==> src/rtl/motor_throttle_pwm_if.sv <==
// Throttle command/observation bundle between the current loop and the PWM throttle stage.
interface motor_throttle_pwm_if;
    logic       Enable;
    logic       Brake;
    logic [7:0] MotorSignal;
    logic       ThrottlePWM;
    logic [7:0] ThrottleLevel;
    logic       Ramping;

    modport master (
        output Enable,
        output Brake,
        output MotorSignal,
        input  ThrottlePWM,
        input  ThrottleLevel,
        input  Ramping
    );

    modport slave (
        input  Enable,
        input  Brake,
        input  MotorSignal,
        output ThrottlePWM,
        output ThrottleLevel,
        output Ramping
    );
endinterface

==> src/rtl/motor_throttle_pwm.sv <==
// Slew-limited 8-bit speed command to 256-clock PWM hall-throttle waveform; idle on brake/disable.
// Command sampled at period boundaries (1-256 clk); brake/disable in 1 clk. Macro THROTTLE_SLEW_EN enables slew.
module motor_throttle_pwm #(
    parameter int unsigned MIN_DUTY  = 41,
    parameter int unsigned MAX_DUTY  = 215,
    parameter int unsigned SLEW_STEP = 4
) (
    input  logic                 c20k,
    input  logic                 reset,
    motor_throttle_pwm_if.slave  bus
);

    localparam logic [1:0] ST_IDLE  = 2'd0;
    localparam logic [1:0] ST_RAMP  = 2'd1;
    localparam logic [1:0] ST_TRACK = 2'd2;

    localparam logic [7:0] MIN_D = 8'(MIN_DUTY);
    localparam logic [7:0] SPAN  = 8'(MAX_DUTY - MIN_DUTY);

    if (!(MIN_DUTY < MAX_DUTY && MAX_DUTY <= 255)) begin : g_bad_duty
        $error("motor_throttle_pwm: MIN_DUTY < MAX_DUTY <= 255 violated");
    end
    if (SLEW_STEP < 1 || SLEW_STEP > 255) begin : g_bad_step
        $error("motor_throttle_pwm: SLEW_STEP outside 1..255");
    end

    logic [7:0] cnt;
    logic [7:0] cnt_next;
    logic [1:0] state;
    logic [1:0] state_next;
    logic [7:0] level;
    logic [7:0] level_next;
    logic [7:0] duty;
    logic [7:0] duty_next;
    logic       pwm;
    logic       boundary;
    logic       force_idle;
    logic [7:0] cmd;

    // (level+1)*span/256 keeps both ends exact: 0 -> MIN_DUTY, 255 -> MAX_DUTY.
    function automatic logic [7:0] duty_of(input logic [7:0] lvl);
        logic [15:0] prod;
        prod = 16'(lvl) * 16'(SPAN) + 16'(SPAN);
        return MIN_D + prod[15:8];
    endfunction

    assign cnt_next   = cnt + 8'd1;
    assign boundary   = (cnt == 8'hFF);
    assign force_idle = bus.Brake | ~bus.Enable;
    assign cmd        = bus.MotorSignal;

`ifdef THROTTLE_SLEW_EN
    localparam logic [7:0] STEP = 8'(SLEW_STEP);

    logic [8:0]        up_sum;
    logic signed [9:0] dn_diff;
    logic [7:0]        stepped;

    // Nine/ten-bit intermediates so the step saturates instead of wrapping.
    always_comb begin
        up_sum  = {1'b0, level} + {1'b0, STEP};
        dn_diff = $signed({2'b00, level}) - $signed({2'b00, STEP});
        stepped = level;
        if (cmd > level) begin
            stepped = (up_sum > {1'b0, cmd}) ? cmd : up_sum[7:0];
        end else if (cmd < level) begin
            stepped = (dn_diff < $signed({2'b00, cmd})) ? cmd : dn_diff[7:0];
        end
    end
`endif

    always_comb begin
        state_next = state;
        level_next = level;
        duty_next  = duty;
        if (force_idle) begin
            state_next = ST_IDLE;
            level_next = 8'd0;
            duty_next  = MIN_D;
        end else if (boundary) begin
            case (state)
                ST_RAMP: begin
`ifdef THROTTLE_SLEW_EN
                    level_next = stepped;
                    state_next = (stepped == cmd) ? ST_TRACK : ST_RAMP;
`else
                    level_next = cmd;
                    state_next = ST_TRACK;
`endif
                end
                default: begin
`ifdef THROTTLE_SLEW_EN
                    if (cmd != level) begin
                        level_next = stepped;
                        state_next = ST_RAMP;
                    end else begin
                        state_next = ST_TRACK;
                    end
`else
                    level_next = cmd;
                    state_next = ST_TRACK;
`endif
                end
            endcase
            duty_next = duty_of(level_next);
        end
    end

    always_ff @(posedge c20k or posedge reset) begin
        if (reset) begin
            cnt   <= 8'hFF;
            state <= ST_IDLE;
            level <= 8'd0;
            duty  <= MIN_D;
            pwm   <= 1'b0;
        end else begin
            cnt   <= cnt_next;
            state <= state_next;
            level <= level_next;
            duty  <= duty_next;
            pwm   <= (cnt_next < duty_next);
        end
    end

    assign bus.ThrottlePWM   = pwm;
    assign bus.ThrottleLevel = level;
`ifdef THROTTLE_SLEW_EN
    assign bus.Ramping = (state == ST_RAMP);
`else
    assign bus.Ramping = 1'b0;
`endif

endmodule
==> src/flat_wrapper.sv <==
// flat-port wrapper written by rule: the top's interface ports become plain ports
module motor_throttle_pwm_flat 
#(
    parameter int unsigned MIN_DUTY  = 41,
    parameter int unsigned MAX_DUTY  = 215,
    parameter int unsigned SLEW_STEP = 4
)
  (c20k, reset, bus_Enable, bus_Brake, bus_MotorSignal, bus_ThrottlePWM, bus_ThrottleLevel, bus_Ramping);
  motor_throttle_pwm_if bus_i ();
  input  logic c20k;
  input  logic reset;
  input wire logic [$bits(bus_i.Enable)-1:0] bus_Enable;
  input wire logic [$bits(bus_i.Brake)-1:0] bus_Brake;
  input wire logic [$bits(bus_i.MotorSignal)-1:0] bus_MotorSignal;
  output wire logic [$bits(bus_i.ThrottlePWM)-1:0] bus_ThrottlePWM;
  output wire logic [$bits(bus_i.ThrottleLevel)-1:0] bus_ThrottleLevel;
  output wire logic [$bits(bus_i.Ramping)-1:0] bus_Ramping;
  assign bus_i.Enable = bus_Enable;
  assign bus_i.Brake = bus_Brake;
  assign bus_i.MotorSignal = bus_MotorSignal;
  assign bus_ThrottlePWM = bus_i.ThrottlePWM;
  assign bus_ThrottleLevel = bus_i.ThrottleLevel;
  assign bus_Ramping = bus_i.Ramping;
  motor_throttle_pwm #(.MIN_DUTY(MIN_DUTY), .MAX_DUTY(MAX_DUTY), .SLEW_STEP(SLEW_STEP)) u_core (.c20k(c20k), .reset(reset), .bus(bus_i));
endmodule
==> config.mk <==
export PLATFORM = sky130hd
export DESIGN_NAME = motor_throttle_pwm_flat
export DESIGN_NICKNAME = d
export VERILOG_FILES = /design/src/rtl/motor_throttle_pwm_if.sv /design/src/rtl/motor_throttle_pwm.sv /design/src/flat_wrapper.sv
export SDC_FILE = /design/constraint.sdc
export NUM_CORES = 1
export LEC_CHECK = 0
export ABC_AREA = 1
export BUFFER_PORTS_ARGS = -buffer_cell sky130_fd_sc_hd__buf_2
export CORE_MARGIN = 3
export CORE_UTILIZATION = 48
export DETAILED_ROUTE_END_ITERATION = 8
export HOLD_SLACK_MARGIN = 0.08
export PLACE_DENSITY = 0.75
export SLEW_MARGIN = 20
export SYNTH_ARGS = -nofsm -noshare
export SYNTH_HDL_FRONTEND = slang
export SYNTH_SLANG_ARGS = --single-unit
==> constraint.sdc <==
create_clock -name c20k -period 2.4 [get_ports c20k]
set_input_delay 0.72 -clock c20k [delete_from_list [all_inputs] [get_ports c20k]]
set_output_delay 0.72 -clock c20k [all_outputs]
set_load 0.03 [all_outputs]
# Word-level counts from Yosys, hierarchy flattened
# Index checks and enable logic that the tools add are counted.
dict set report totals {
  regBits 25
  input_bits 12
  elab_cells 19
  output_inout_bits 10
}
dict set report op_classes {
  mux 6
  order_cmp 1
  reduce_logical 1
  multipliers 1
  bitwise 2
  addsub 3
  eq_ne 1
}
# cell count
set ops {}
lappend ops {{$mux W8} 6}
lappend ops {{$add A16 B8 Y16 const B} 1}
lappend ops {{$mul A8 B7 Y15 const B} 1}
lappend ops {{$add A6 B8 Y8 const A} 1}
lappend ops {{$add A8 B1 Y8 const B} 1}
lappend ops {{$eq A8 B8 Y1 const B} 1}
lappend ops {{$lt A8 B8 Y1} 1}
lappend ops {{$reduce_bool A2 Y1} 1}
lappend ops {{$not A1 Y1} 1}
lappend ops {{$or A1 B1 Y1} 1}

# Logic depth before layout (Yosys ltp)
# Gate-level depths: netlist of run 1.
dict set report logic_depth {
  depth_word 9
  ltp_mapped 32
  ltp_nobuf 32
}

# Worst setup path after synthesis of run 1
# Ideal clock, no wire load.
dict set report synth_timing {
  kind {in2reg}
  startpoint {input bus_MotorSignal[1]}
  endpoint {register u_core.pwm, in the netlist u_core.bus.ThrottlePWM}
  setup_time_ns 0.077
  path_buffers 0
  cell_stages 29
  required_time_ns 2.323
  setup_slack_ns -2.550
  t_arrival_ns 4.872
  path_cell_list {ha_1 > inv_1 > fa_1 > inv_1 > fa_1 > inv_1 > fa_1 > inv_1 > ha_1 > nand2_2 > inv_1 > a21oi_1 > nand3_1 > nand2_2 > inv_2 > nor2_2 > nand2_1 > nand2_1 > nand2_2 > nand2_2 > nand2_2 > nand3_1 > nand2_1 > nor2_1 > nor2_1 > ha_1 > a21oi_1 > o21ai_0 > a21oi_1}
}
dict set report synth_via {
  elab_chain_cells 8
}
# item line
set synth_rtl {}
lappend synth_rtl {{start: declaration} flat_wrapper.sv:14} ;# input wire logic [$bits(bus_i.MotorSignal)-1:0] bus_MotorSignal;
lappend synth_rtl {{$mux W8} motor_throttle_pwm.sv:80} ;# end else if (boundary) begin
lappend synth_rtl {{$mux W8} motor_throttle_pwm.sv:76} ;# if (force_idle) begin
lappend synth_rtl {{$mul A8 B7 Y15} motor_throttle_pwm.sv:43} ;# prod = 16'(lvl) * 16'(SPAN) + 16'(SPAN);
lappend synth_rtl {{$add A16 B8 Y16} motor_throttle_pwm.sv:43}
lappend synth_rtl {{$add A6 B8 Y8} motor_throttle_pwm.sv:44} ;# return MIN_D + prod[15:8];
lappend synth_rtl {{$mux W8} motor_throttle_pwm.sv:80}
lappend synth_rtl {{$mux W8} motor_throttle_pwm.sv:76}
lappend synth_rtl {{$lt A8 B8 Y1} motor_throttle_pwm.sv:121} ;# pwm <= (cnt_next < duty_next);
lappend synth_rtl {{end signal: assignment} motor_throttle_pwm.sv:121}
lappend synth_rtl {{end: declaration} motor_throttle_pwm.sv:35} ;# logic pwm;
# No other way between the ends. The select of a mux whose other input is x is not followed.
# A chain may end at the register's enable or synchronous reset.

# Worst setup path in the final report of run 1
dict set report layout_timing {
  startpoint {input bus_MotorSignal[3]}
  endpoint {register u_core.pwm, in the netlist u_core.bus.ThrottlePWM}
}
# The elaborated chain is that of the path after synthesis.

==> flow_summary.ini, run 1 <==
[clock_network]
cts_tree = built
cts.sinks = 25
cts-root-buf = clkbuf_8
htreeDepth = 1
insertion_delay_ns = 0.26
clock_path_buffers = 2
holdBufCountCts = 0
cts_buffers = 3
path_clk_slew_ns = 0.08

[detailed_routing]
num_vias = 2848
via_per_inst = 5.01
firstDrtPassIters = 4
detail-route-antenna-nets = 0
postRouteWirelength_um = 7110
wl_per_cell_um = 12.5
drc = 0
drtIter0Drc = 101

[timing]
rsz0062_at_grt = true
finalCriticalPeriod_ns = 4.87
fin_crit_sh = 2.03
timing.setup.tns_ns = -16.72
slew_viol_final = 0
setup_viol = 9
hold_viol = 0
fmax_mhz = 205
fin_skew_ns = 0.000677
timing.final.ws_setup_ns = -2.47

[power]
powerDensity_mw_per_mm2 = 1120
p_leak_uw = 0.00222
power_uw = 4620
vdd_drop_max_mv = 0.695

[setup_path]
slowest_stage = fa_1
startpoint_type = input pin
slowest_delay_ns = 0.54
critPathArrivalTime_ns = 5.07
cpMostUsedCell = nand2_2
end_kind = register
cp_data_required_time_ns = 2.60
worstPathMaxFanout = 4
path_buf_inv = 6
cp_top_family = adder cells
worstSetupPathType = input pin to register

[synth]
synth.avg_cell_area_um2 = 7.50
synth_edf_count = 0
synthTopCellsByArea = ha_1 (21%), nand2_1 (12%), dfrtp_1 (11%), inv_1 (11%), dfstp_2 (9.3%)
yosys_warnings = 0
synth_top_area_share = 0.214
synth_top_area_cell = ha_1
ys.flop_type = dfrtp_1
syn-instance-count = 414
ys_async_sr_fraction = 1.00
ys_ff_latch = 25
synth_cell_types = 38
syn_area_mm2 = 0.00310
ys_seq_area_frac = 0.206
synth_fp_nets = 493

[grt]
grt_max_degree = 26
grt_pass1_vias = 2938
antenna_found_initial = 0
grt_pass1_wl_um = 12400
grt_overflow = 0
grtUsageTotal = 0.201

[run_status]
outcome = finished, violations left
failed_checks = setup timing

[floorplan]
die_h_um = 86.4
core_area_mm2 = 0.00610
die_w_um = 86.4
die-area_mm2 = 0.00746
start_util = 0.509
io_pins = 22
core.rowCount = 28

[run]
cap_violations = 0

[place]
dpl.hpwl_um = 5710
io_buffers = 20
dp_cells = 560
place_ws_ns = -2.81
place_congestion = 0.855

[layout]
syn2layout_area_growth_pct = 32.4
fin_nets = 573
final_common_cell = inv_1
drive_gt1_frac = 0.385
antenna_cells = 0
layout.cells.most_common_list = inv_1 (79), nand2_1 (73), buf_4 (56), ha_1 (44), nand2_2 (33)
fin_cells = 568

[min_path]
hp-class = input pin to async pin
cells by family (layout without fill, tap and decap cells):
family	count (synthesis)	in the layout	share of synthesized area
compound gates	36	36	0.0718
xor+xnor	10	10	0.0282
fa+ha+maj	67	67	0.304
buf+inv	99	178	0.123
flops	25	25	0.206
other cells	1	1	0.00121
simple gates	176	176	0.265
sequential cells by signal, indices dropped and copies added (netlist names):
| signal | cells |
|---|---|
| u_core.bus.ThrottleLevel | 8 |
| u_core.duty | 8 |
| u_core.bus.ThrottlePWM | 1 |
| u_core.cnt | 8 |
worst min-delay path: stages:
cell   delay [ns]
buf_2        0.09
inv_1        0.04
buf_4        0.28
synth_stat cells, drive strengths merged, types with 4 or more instances:
library cell and number:
ha 53, dfrtp 14, o21ai 15, nand3 27, xor2 6, a21oi 10, fa 14, xnor2 4
nand2 111, inv 96, nand4 9, dfstp 11, nor2 25
final timing paths:
check / start / end / slack [ns] / cells past startpoint
max in group asynchronous: reset / u_core.cnt[6] / 1.64 / 3
setup / recovery: bus_MotorSignal[3] / u_core.bus.ThrottlePWM / -2.47 / 31
min in group c20k: u_core.bus.ThrottleLevel[0] / u_core.bus.ThrottleLevel[0] / 0.48 / 2
hold / removal: reset / u_core.bus.ThrottleLevel[7] / 0.48 / 3
hold reg to reg: u_core.bus.ThrottleLevel[0] / u_core.bus.ThrottleLevel[0] / 0.48 / 2
setup reg to reg: u_core.cnt[0] / u_core.bus.ThrottlePWM / -0.07 / 14
per-layer routing:
| metal | global-route usage | up-vias | routed length (um) |
|---|---|---|---|
| li1 | - | 1456 | - |
| met1 | 0.244 | 1324 | 3070 |
| met2 | 0.380 | 54 | 3770 |
| met3 | 0.0105 | 14 | 152 |
| met4 | 0.0567 | 0 | 113 |
| met5 | 0 | - | 0 |
power breakdown:
| group | internal, uW | leakage, uW | switching [uW] |
|---|---|---|---|
| clock network | 119 | 0.0000228 | 121 |
| logic | 1740 | 0.00188 | 2220 |
| registers | 422 | 0.000311 | 0 |
layout make-up:
cell class	count	area (um2)
Timing Repair Buffer	78	566
Sequential cell	25	639
Clock buffer	4	45.0
Multi-Input combinational cell	290	2400
Tap cell	75	93.8
Inverter	96	363
Fill cell	489	1990
through the flow:
step / instance area (um2) / util / hold WS (ns)
floorplan: 3180 / - / 0.439
global placement: 3750 / 0.616 / 0.459
global route: 4110 / 0.674 / 0.506
CTS: 3920 / 0.643 / 0.489
detailed placement: 3750 / 0.616 / 0.469
finish: 4110 / 0.674 / 0.480
what timing repair did:
action / CTS / global route
pin swaps: 14 / 19
buffers inserted: 0 / 4
setup endpoints to repair: 9 / 9
resized for setup: 32 / 38
No activity file was read; power rests on OpenSTA's default activity.
==> run 2, diff against run 1 <==
- PLACE_DENSITY: 0.75 -> 0.78
==> run 2 against run 1 <==
The run still ends with setup timing left. Power grew 2.0%. Maximum frequency down 0.85%. Via count grew 2.7%. Die area is the same. Combinational power rose by 2%. First-iteration DRC count is 4.0% lower. Count of clock-buffer cells in the layout down 1. Final area grew 0.76%. Critical path depth unchanged. Clock skew grew 0.0091 ns. Wire length grew 7.6%. Hold slack gained 0.00070 ns.
==> flow_summary.ini, run 2 (same netlist as run 1, synthesis figures left out) <==
[run_status]
outcome = finished, violations left
failed_checks = setup timing

[timing]
fin_skew_ns = 0.00976
setup_viol = 9
fmax_mhz = 204
hold_viol = 0
fin_crit_sh = 2.05
rsz0062_at_grt = true
finalCriticalPeriod_ns = 4.91
timing.final.ws_setup_ns = -2.51
slew_viol_final = 0

[grt]
antenna_found_initial = 0
grt_overflow = 0
grt_pass1_wl_um = 12600
grtUsageTotal = 0.204
grt_pass1_vias = 2964
grt_max_degree = 26

[power]
vdd_drop_max_mv = 0.845
powerDensity_mw_per_mm2 = 1140
p_leak_uw = 0.00222
switching_power_uw = 2450
p_sw_frac = 0.521
combPwrFrac = 0.857
clkPwrFrac = 0.054
p_seq_frac = 0.090
p_int_uw = 2260

[detailed_routing]
firstDrtPassIters = 4
drc = 0
postRouteWirelength_um = 7640
via_per_inst = 5.14
drtIter0Drc = 97
num_vias = 2925
detail-route-antenna-nets = 0
wl_per_cell_um = 13.4

[setup_path]
path_buf_inv = 6
end_kind = register
worstReg2RegEnd = u_core.bus.ThrottlePWM
worstSetupPathType = input pin to register
reg2reg_setup_slack_ns = -0.10
worstPathMaxFanout = 4
r2r_start = u_core.cnt[0]
critPathArrivalTime_ns = 5.08
slowest_delay_ns = 0.52
critPathLaunch = bus_MotorSignal[3]
cp_data_required_time_ns = 2.57
startpoint_type = input pin
reg2reg_depth = 14
cp_top_family = adder cells
slowest_stage = fa_1

[layout]
final_common_cell = inv_1
drive_gt1_frac = 0.389
syn2layout_area_growth_pct = 33.4
layout.cells.most_common_list = inv_1 (79), nand2_1 (77), buf_4 (56), ha_1 (43), nand2_2 (27)
fin_nets = 574
nFillCells = 436
post-route-util = 0.679
antenna_cells = 0

[clock_network]
cts_buffers = 3
holdBufCountCts = 0
path_clk_slew_ns = 0.09
cts_tree = built
htreeDepth = 1
clock_path_buffers = 2
insertion_delay_ns = 0.27
cts-root-buf = clkbuf_8
cts.sinks = 25

[floorplan]
start_util = 0.509
core_area_mm2 = 0.00610
io_pins = 22
die_h_um = 86.4
die-area_mm2 = 0.00746
core.rowCount = 28
die_w_um = 86.4

[place]
io_buffers = 20
place_congestion = 0.910
place_ws_ns = -2.76
dpl.hpwl_um = 5750

[run]
cap_violations = 0

[min_path]
hp-class = input pin to async pin
## run 2: worst max-delay path by stage
stage | slack, ns | to | depth (start not counted)
floorplan | -2.28 | u_core.bus.ThrottlePWM | 30
global placement | -2.66 | u_core.bus.ThrottlePWM | 30
detailed placement | -2.76 | u_core.bus.ThrottlePWM | 26
CTS | -2.35 | u_core.bus.ThrottlePWM | 31
global route | -2.72 | u_core.bus.ThrottlePWM | 32
finish | -2.51 | u_core.bus.ThrottlePWM | 31
## run 2: layer usage
metal / vias to the layer above / wire, um / global-route usage
met1: 1400 / 3240 / 0.253
met3: 19 / 166 / 0.0143
met5: - / 0 / 0
met2: 49 / 4040 / 0.378
li1: 1457 / - / -
met4: 0 / 195 / 0.0567
## run 2: power groups by stage
stage | combinational (uW) | clock, uW | sequential (uW)
after detailed placement | 3070 | 0 | 429
after global placement | 3000 | 0 | 429
final | 4040 | 252 | 422
after floorplan | 2270 | 0 | 429
after CTS | 3390 | 256 | 422
after global routing | 4430 | 270 | 422
## run 2: cell type report
cell class                      count  area [um2]  share of cell area
Clock inverter                      1        7.51             0.00181
Sequential cell                    25         639               0.154
Clock buffer                        3        41.3             0.00997
Multi-Input combinational cell    290        2420               0.584
Timing Repair Buffer               79         577               0.139
Tap cell                           75        93.8              0.0227
Inverter                           96         365              0.0882
## run 2: through the flow
| stage | hold WS, ns | area (um2) | setup TNS [ns] | instances | power (uW) |
|---|---|---|---|---|---|
| detailed placement | 0.467 | 3750 | -19.45 | 560 | 3500 |
| global placement | 0.452 | 3750 | -18.76 | 560 | 3430 |
| CTS | 0.489 | 3950 | -16.04 | 566 | 4070 |
| floorplan | 0.439 | 3180 | -15.17 | 414 | 2700 |
| finish | 0.480 | 4140 | -17.06 | 569 | 4710 |
| global route | 0.501 | 4140 | -18.65 | 569 | 5120 |
## run 2: timing repair
item,CTS,global route
setup buffers,3,5
pin swaps,16,29
resized for setup,34,37
endpoints found under the setup margin,9,9
## run 2: tightest hold or removal path, cell delays in order
cell and delay [ns]:
buf_2 0.10, inv_1 0.04, buf_4 0.29
